$ cat config.mk
export PLATFORM = sky130hd
export DESIGN_NAME = pipe_stage_reg_flat
export DESIGN_NICKNAME = d
export VERILOG_FILES = /design/src/rtl/pipe_pkg.sv /design/src/rtl/pipe_stage_reg_if.sv /design/src/rtl/pipe_stage_reg_entry.sv /design/src/rtl/pipe_stage_reg.sv /design/src/flat_wrapper.sv
export SDC_FILE = /design/constraint.sdc
export NUM_CORES = 1
export LEC_CHECK = 0
export CAP_MARGIN = 40
export CORE_ASPECT_RATIO = 1.4
export CORE_MARGIN = 2
export CORE_UTILIZATION = 42
export CTS_CLUSTER_DIAMETER = 60
export DETAILED_ROUTE_END_ITERATION = 10
export PLACE_DENSITY = 0.81
export SYNTH_ARGS = -nofsm -noshare
export SYNTH_HDL_FRONTEND = slang
export SYNTH_SLANG_ARGS = --single-unit
$ cat constraint.sdc
create_clock -name CLK -period 1.74 [get_ports CLK]
set_input_delay 0.261 -clock CLK [delete_from_list [all_inputs] [get_ports CLK]]
set_output_delay 0.261 -clock CLK [all_outputs]
set_load 0.01 [all_outputs]
$ cat src/rtl/pipe_pkg.sv
// Shared pipeline package: default stage-register field widths, control-field bit positions
// and small helpers used by the pipeline stage registers.
package pipe_pkg;

    localparam int unsigned PipeCtrlW = 10;
    localparam int unsigned PipeDataW = 111;

    // Control-field bit positions (LSB first); bits 8..9 are spare.
    localparam int unsigned CtrlRegDst   = 0;
    localparam int unsigned CtrlMemRead  = 1;
    localparam int unsigned CtrlMemToReg = 2;
    localparam int unsigned CtrlMemWrite = 3;
    localparam int unsigned CtrlAluSrc   = 4;
    localparam int unsigned CtrlRegWrite = 5;
    localparam int unsigned CtrlAluOpLsb = 6;
    localparam int unsigned CtrlAluOpMsb = 7;

    typedef struct packed {
        logic [1:0] spare;
        logic [1:0] aluop;
        logic       regwrite;
        logic       alusrc;
        logic       memwrite;
        logic       memtoreg;
        logic       memread;
        logic       regdst;
    } ctrl_t;

    function automatic logic [1:0] occ_count(input logic main_v, input logic skid_v);
        return {1'b0, main_v} + {1'b0, skid_v};
    endfunction

endpackage

$ cat src/rtl/pipe_stage_reg_if.sv
// Valid/ready bundle of a pipeline stage register: upstream input, flush, downstream output.
// The stage itself connects through the slave modport.
interface pipe_stage_reg_if #(
    parameter int unsigned CTRL_W = pipe_pkg::PipeCtrlW,
    parameter int unsigned DATA_W = pipe_pkg::PipeDataW
);
    logic              in_valid;
    logic              in_ready;
    logic [CTRL_W-1:0] in_ctrl;
    logic [DATA_W-1:0] in_data;
    logic              flush;
    logic              out_valid;
    logic              out_ready;
    logic [CTRL_W-1:0] out_ctrl;
    logic [DATA_W-1:0] out_data;
    logic [1:0]        occupancy;

    modport master (
        output in_valid, in_ctrl, in_data, flush, out_ready,
        input  in_ready, out_valid, out_ctrl, out_data, occupancy
    );

    modport slave (
        input  in_valid, in_ctrl, in_data, flush, out_ready,
        output in_ready, out_valid, out_ctrl, out_data, occupancy
    );
endinterface

$ cat src/rtl/pipe_stage_reg_entry.sv
// One held pipeline entry (valid/ctrl/data). Clear drops the entry and zeroes ctrl so an
// empty entry never presents live control bits; reset zeroes everything.
module pipe_entry import pipe_pkg::*; #(
    parameter int unsigned CTRL_W = PipeCtrlW,
    parameter int unsigned DATA_W = PipeDataW
) (
    input  logic              clk_i,
    input  logic              rst_i,
    input  logic              load_i,
    input  logic              clear_i,
    input  logic [CTRL_W-1:0] ctrl_i,
    input  logic [DATA_W-1:0] data_i,
    output logic              valid_o,
    output logic [CTRL_W-1:0] ctrl_o,
    output logic [DATA_W-1:0] data_o
);
    logic              valid_d, valid_q;
    logic [CTRL_W-1:0] ctrl_d, ctrl_q;
    logic [DATA_W-1:0] data_d, data_q;

    always_comb begin
        valid_d = valid_q;
        ctrl_d  = ctrl_q;
        data_d  = data_q;
        if (clear_i) begin
            valid_d = 1'b0;
            ctrl_d  = '0;
        end else if (load_i) begin
            valid_d = 1'b1;
            ctrl_d  = ctrl_i;
            data_d  = data_i;
        end
    end

    always_ff @(posedge clk_i) begin
        if (rst_i) begin
            valid_q <= 1'b0;
            ctrl_q  <= '0;
            data_q  <= '0;
        end else begin
            valid_q <= valid_d;
            ctrl_q  <= ctrl_d;
            data_q  <= data_d;
        end
    end

    assign valid_o = valid_q;
    assign ctrl_o  = ctrl_q;
    assign data_o  = data_q;
endmodule

$ cat src/rtl/pipe_stage_reg.sv
// Pipeline stage register with valid/ready handshake, flush and bubble-zeroed control.
// Define PIPE_STAGE_SKID_EN for a main+skid pair with registered in_ready.
module pipe_stage_reg import pipe_pkg::*; #(
    parameter int unsigned CTRL_W = PipeCtrlW,
    parameter int unsigned DATA_W = PipeDataW
) (
    input logic             CLK,
    input logic             RST,
    pipe_stage_reg_if.slave bus
);
    logic              in_ready;
    logic              accept;
    logic              retire;
    logic              main_valid;
    logic              main_load;
    logic              main_clear;
    logic [CTRL_W-1:0] main_ctrl;
    logic [CTRL_W-1:0] main_ctrl_in;
    logic [DATA_W-1:0] main_data;
    logic [DATA_W-1:0] main_data_in;

    assign accept = bus.in_valid && in_ready;
    assign retire = main_valid && bus.out_ready;

`ifdef PIPE_STAGE_SKID_EN
    logic              skid_valid;
    logic              skid_load;
    logic              skid_clear;
    logic              main_from_skid;
    logic [CTRL_W-1:0] skid_ctrl;
    logic [DATA_W-1:0] skid_data;
    logic              in_ready_d, in_ready_q;

    // Flush wins over everything; skid refills main on retirement so there is no empty cycle.
    always_comb begin
        main_load      = 1'b0;
        main_clear     = 1'b0;
        main_from_skid = 1'b0;
        skid_load      = 1'b0;
        skid_clear     = 1'b0;
        if (bus.flush) begin
            main_clear = 1'b1;
            skid_clear = 1'b1;
        end else if (retire) begin
            if (skid_valid) begin
                main_load      = 1'b1;
                main_from_skid = 1'b1;
                skid_clear     = 1'b1;
            end else if (accept) begin
                main_load = 1'b1;
            end else begin
                main_clear = 1'b1;
            end
        end else if (accept) begin
            if (main_valid) begin
                skid_load = 1'b1;
            end else begin
                main_load = 1'b1;
            end
        end
        in_ready_d = !((skid_valid && !skid_clear) || skid_load);
    end

    always_ff @(posedge CLK) begin
        if (RST) begin
            in_ready_q <= 1'b1;
        end else begin
            in_ready_q <= in_ready_d;
        end
    end

    assign in_ready     = in_ready_q;
    assign main_ctrl_in = main_from_skid ? skid_ctrl : bus.in_ctrl;
    assign main_data_in = main_from_skid ? skid_data : bus.in_data;

    pipe_entry #(
        .CTRL_W (CTRL_W),
        .DATA_W (DATA_W)
    ) u_skid (
        .clk_i   (CLK),
        .rst_i   (RST),
        .load_i  (skid_load),
        .clear_i (skid_clear),
        .ctrl_i  (bus.in_ctrl),
        .data_i  (bus.in_data),
        .valid_o (skid_valid),
        .ctrl_o  (skid_ctrl),
        .data_o  (skid_data)
    );

    assign bus.occupancy = occ_count(main_valid, skid_valid);
`else
    assign in_ready     = !main_valid || bus.out_ready;
    assign main_ctrl_in = bus.in_ctrl;
    assign main_data_in = bus.in_data;

    always_comb begin
        main_load  = 1'b0;
        main_clear = 1'b0;
        if (bus.flush) begin
            main_clear = 1'b1;
        end else if (accept) begin
            main_load = 1'b1;
        end else if (retire) begin
            main_clear = 1'b1;
        end
    end

    assign bus.occupancy = occ_count(main_valid, 1'b0);
`endif

    pipe_entry #(
        .CTRL_W (CTRL_W),
        .DATA_W (DATA_W)
    ) u_main (
        .clk_i   (CLK),
        .rst_i   (RST),
        .load_i  (main_load),
        .clear_i (main_clear),
        .ctrl_i  (main_ctrl_in),
        .data_i  (main_data_in),
        .valid_o (main_valid),
        .ctrl_o  (main_ctrl),
        .data_o  (main_data)
    );

    assign bus.in_ready  = in_ready;
    assign bus.out_valid = main_valid;
    assign bus.out_ctrl  = main_ctrl;
    assign bus.out_data  = main_data;
endmodule

$ cat src/flat_wrapper.sv
// flat-port wrapper written by rule: the top's interface ports become plain ports
module pipe_stage_reg_flat import pipe_pkg::*;
#(
    parameter int unsigned CTRL_W = PipeCtrlW,
    parameter int unsigned DATA_W = PipeDataW
)
  (CLK, RST, bus_in_valid, bus_in_ctrl, bus_in_data, bus_flush, bus_out_ready, bus_in_ready, bus_out_valid, bus_out_ctrl, bus_out_data, bus_occupancy);
  pipe_stage_reg_if #(.CTRL_W(CTRL_W), .DATA_W(DATA_W)) bus_i ();
  input logic CLK;
  input logic RST;
  input wire logic [$bits(bus_i.in_valid)-1:0] bus_in_valid;
  input wire logic [$bits(bus_i.in_ctrl)-1:0] bus_in_ctrl;
  input wire logic [$bits(bus_i.in_data)-1:0] bus_in_data;
  input wire logic [$bits(bus_i.flush)-1:0] bus_flush;
  input wire logic [$bits(bus_i.out_ready)-1:0] bus_out_ready;
  output wire logic [$bits(bus_i.in_ready)-1:0] bus_in_ready;
  output wire logic [$bits(bus_i.out_valid)-1:0] bus_out_valid;
  output wire logic [$bits(bus_i.out_ctrl)-1:0] bus_out_ctrl;
  output wire logic [$bits(bus_i.out_data)-1:0] bus_out_data;
  output wire logic [$bits(bus_i.occupancy)-1:0] bus_occupancy;
  assign bus_i.in_valid = bus_in_valid;
  assign bus_i.in_ctrl = bus_in_ctrl;
  assign bus_i.in_data = bus_in_data;
  assign bus_i.flush = bus_flush;
  assign bus_i.out_ready = bus_out_ready;
  assign bus_in_ready = bus_i.in_ready;
  assign bus_out_valid = bus_i.out_valid;
  assign bus_out_ctrl = bus_i.out_ctrl;
  assign bus_out_data = bus_i.out_data;
  assign bus_occupancy = bus_i.occupancy;
  pipe_stage_reg #(.CTRL_W(CTRL_W), .DATA_W(DATA_W)) u_core (.CLK(CLK), .RST(RST), .bus(bus_i));
endmodule
==> flow_metrics.tcl <==
set metrics [dict create \
    die_h_um 138 \
    cp.depth 1 \
    slowest_stage "clkdlybuf4s50_1" \
    clock_latency_ps 400 \
    hold_depth 2 \
    grt_pass1_wl_um 27500 \
    clkPwrFrac_pct 48.3 \
    track_usage_pct 24.7 \
    worstPathMaxFanout 2 \
    ys_seq_area_share_pct 45.0 \
    grt_pass1_vias 5381 \
    fin_crit_ps 1610 \
    fill_cells 986 \
    layout-drive-gt1-share_pct 25.6 \
    clk_path_buf_depth 2 \
    post_drt_wl_per_cell_um 18.0 \
    drt-total-wl_um 17100 \
    yosys-top-cells-count "122 x dfxtp_1, 121 x o21ai_0, 80 x nand3_2" \
    vias_per_cell 5.44 \
    period_share_pct 92.7 \
    fin_nets 909 \
    critPathRequiredTime_ps 1480 \
    path_delay_family "buffers and inverters" \
    worstPathCellList "clkdlybuf4s50_1" \
    via_count 5164 \
    drc 0 \
    yosysTopAreaCell "dfxtp_1" \
    maxCapViolCount 0 \
    syn2layout_area_growth_pct 58.6 \
    cts_made_buffers 17 \
    synth_edf_count 0 \
    tritoncts "yes" \
    grt_antenna_before_repair 0 \
    io_buffer_count 249 \
    grt-ovfl-total 0 \
    slowest_delay_ps 620 \
    crit_path_start_kind "flip-flop" \
    postCtsSetupBuffers 0 \
    root_buffer "clkbuf_16" \
    postCtsHoldBufs 0 \
    die_w_um 100 \
    avgSynthCellArea_um2 9.64 \
    grt_max_degree 71 \
    drv_slew 0 \
    hold_viol 0 \
    synthArstFlopShare_pct 0 \
    ir_worst_vdd_mv 0.845 \
    hold_path_class "primary input to flip-flop" \
    power_density_nw_per_um2 926 \
    p_switching_mw 1.84 \
    leakage_nw 2.85 \
    ant_nets 0 \
    multi_input_comb_area_um2 2540 \
    whs_ps 225 \
    rr_worst_depth 5 \
    status "finished clean" \
    endpoint_kind "primary output" \
    htree_num_levels 4 \
    pwr-share-seq_pct 37.4 \
    dp_hpwl_um 11400 \
    dp_cells 917 \
    yosys.area.top_type_share_pct 45.0 \
    p_int_mw 6.13 \
    synthCells 563 \
    clk_pin_slew_ps 50 \
    path_class "flip-flop to primary output" \
    dieArea_um2 13900 \
    synthDistinctLibCells 20 \
    coreArea_um2 12800 \
    drt_pass1_iterations 5 \
    diodes 0 \
    synthFlopType "dfxtp_1" \
    cts_sinks 122 \
    switching_share_pct 23.0 \
    yosysMostFrequentCell "dfxtp_1" \
    num_rows 49 \
    setup_viol 0 \
    ctsResizeCount 3 \
    combPwrFrac_pct 14.3 \
    start_util_pct 42.5 \
    synth_seq_cells 122 \
    syn_area_um2 5430 \
    rsz0062_at_grt "false" \
    yosysWarningCount 0 \
    design_power_total_mw 7.97 \
    synth_nets 689 \
    gp_congestion 0.737 \
    critPathArrivalTime_ps 1350 \
    drtIter0Drc 221 \
    fmax_mhz 620 \
    setup_tns_ps 0 \
    yosys-top-cells-area "dfxtp_1 45%, nand3_2 15%, a21oi_2 11%, o21ai_0 11%, a21oi_1 4.7%" \
    fin_skew_ps 5.44 \
    num_io_pins 251 \
    stdcell_count 949 \
    path_buf_inv 1 \
    regArea_um2 2440 \
]
## final timing paths
path,startpoint,endpoint,slack (ps)
worst min register to register,u_core.u_main.data_o[105],u_core.u_main.data_o[105],470
worst max register to register,u_core.u_main.valid_o,u_core.u_main.data_o[68],340
worst min-delay path,RST,u_core.u_main.data_o[34],230
worst max-delay path,u_core.u_main.data_o[30],bus_out_data[30],130
## logic make-up (layout without fill, tap and decap cells)
logic type             Yosys count  after routing  share of synthesized area, %
AOI/OAI and AO/OA              243            243                          27.3
and+or+nand+nor                128            128                          19.3
DFF                            122            122                          45.0
buffers and inverters           69            302                          8.30
other                            1              1                        0.0691
## sequential cells by signal, summed over array words and instances (netlist names)
name and count:
u_core.u_main.valid_o 1, u_core.u_main.data_o 111, u_core.u_main.ctrl_o 10
## power groups by stage
| stage | sequential [mW] | clock, mW | combinational (mW) |
|---|---|---|---|
| final | 2.98 | 3.85 | 1.14 |
| after global routing | 2.99 | 4.07 | 1.22 |
| after CTS | 2.98 | 3.92 | 1.14 |
| after detailed placement | 3.04 | 0 | 1.13 |
| after global placement | 3.03 | 0 | 1.11 |
| after floorplan | 3.09 | 0 | 0.425 |
## cell usage in the layout (no fill, tap or decap), drive strengths merged
cell / synthesis / layout
clkdlybuf4s50: 0 / 245
dfxtp: 122 / 122
o21ai: 122 / 122
nand3: 121 / 121
a21oi: 121 / 121
clkbuf: 32 / 21
buf: 36 / 21
bufinv: 0 / 5
clkinv: 0 / 5
nor2: 3 / 3
dlygate4sd2: 0 / 3
nor2b: 2 / 2
inv: 1 / 1
nand2b: 1 / 1
nand2: 1 / 1
conb: 1 / 1
clkinvlp: 0 / 1
## final cells by class
class	instances	area share, %
Tap cell	153	2.23
Multi-Input combinational cell	372	29.6
Clock buffer	21	5.24
Clock inverter	11	2.25
Timing Repair Buffer	269	32.2
Sequential cell	122	28.4
Inverter	1	0.0727
## per-stage QoR
stage	cell area, um2	worst slack [ps]	utilization, %
floorplan	5430	416	-
global placement	7960	-1.35	62.4
detailed placement	7960	-17.8	62.4
CTS	8600	98.6	67.5
global route	8600	72.0	67.5
finish	8600	127	67.5
## per-layer routing
metal  track usage, %  wire length, um  up-vias
li1                 -                -     2441
met1             27.4             6240     2465
met4             9.52              376        0
met5                0                0        -
met3             9.50             1580       26
met2             42.4             8850      232
No activity file was read; power rests on OpenSTA's default activity.
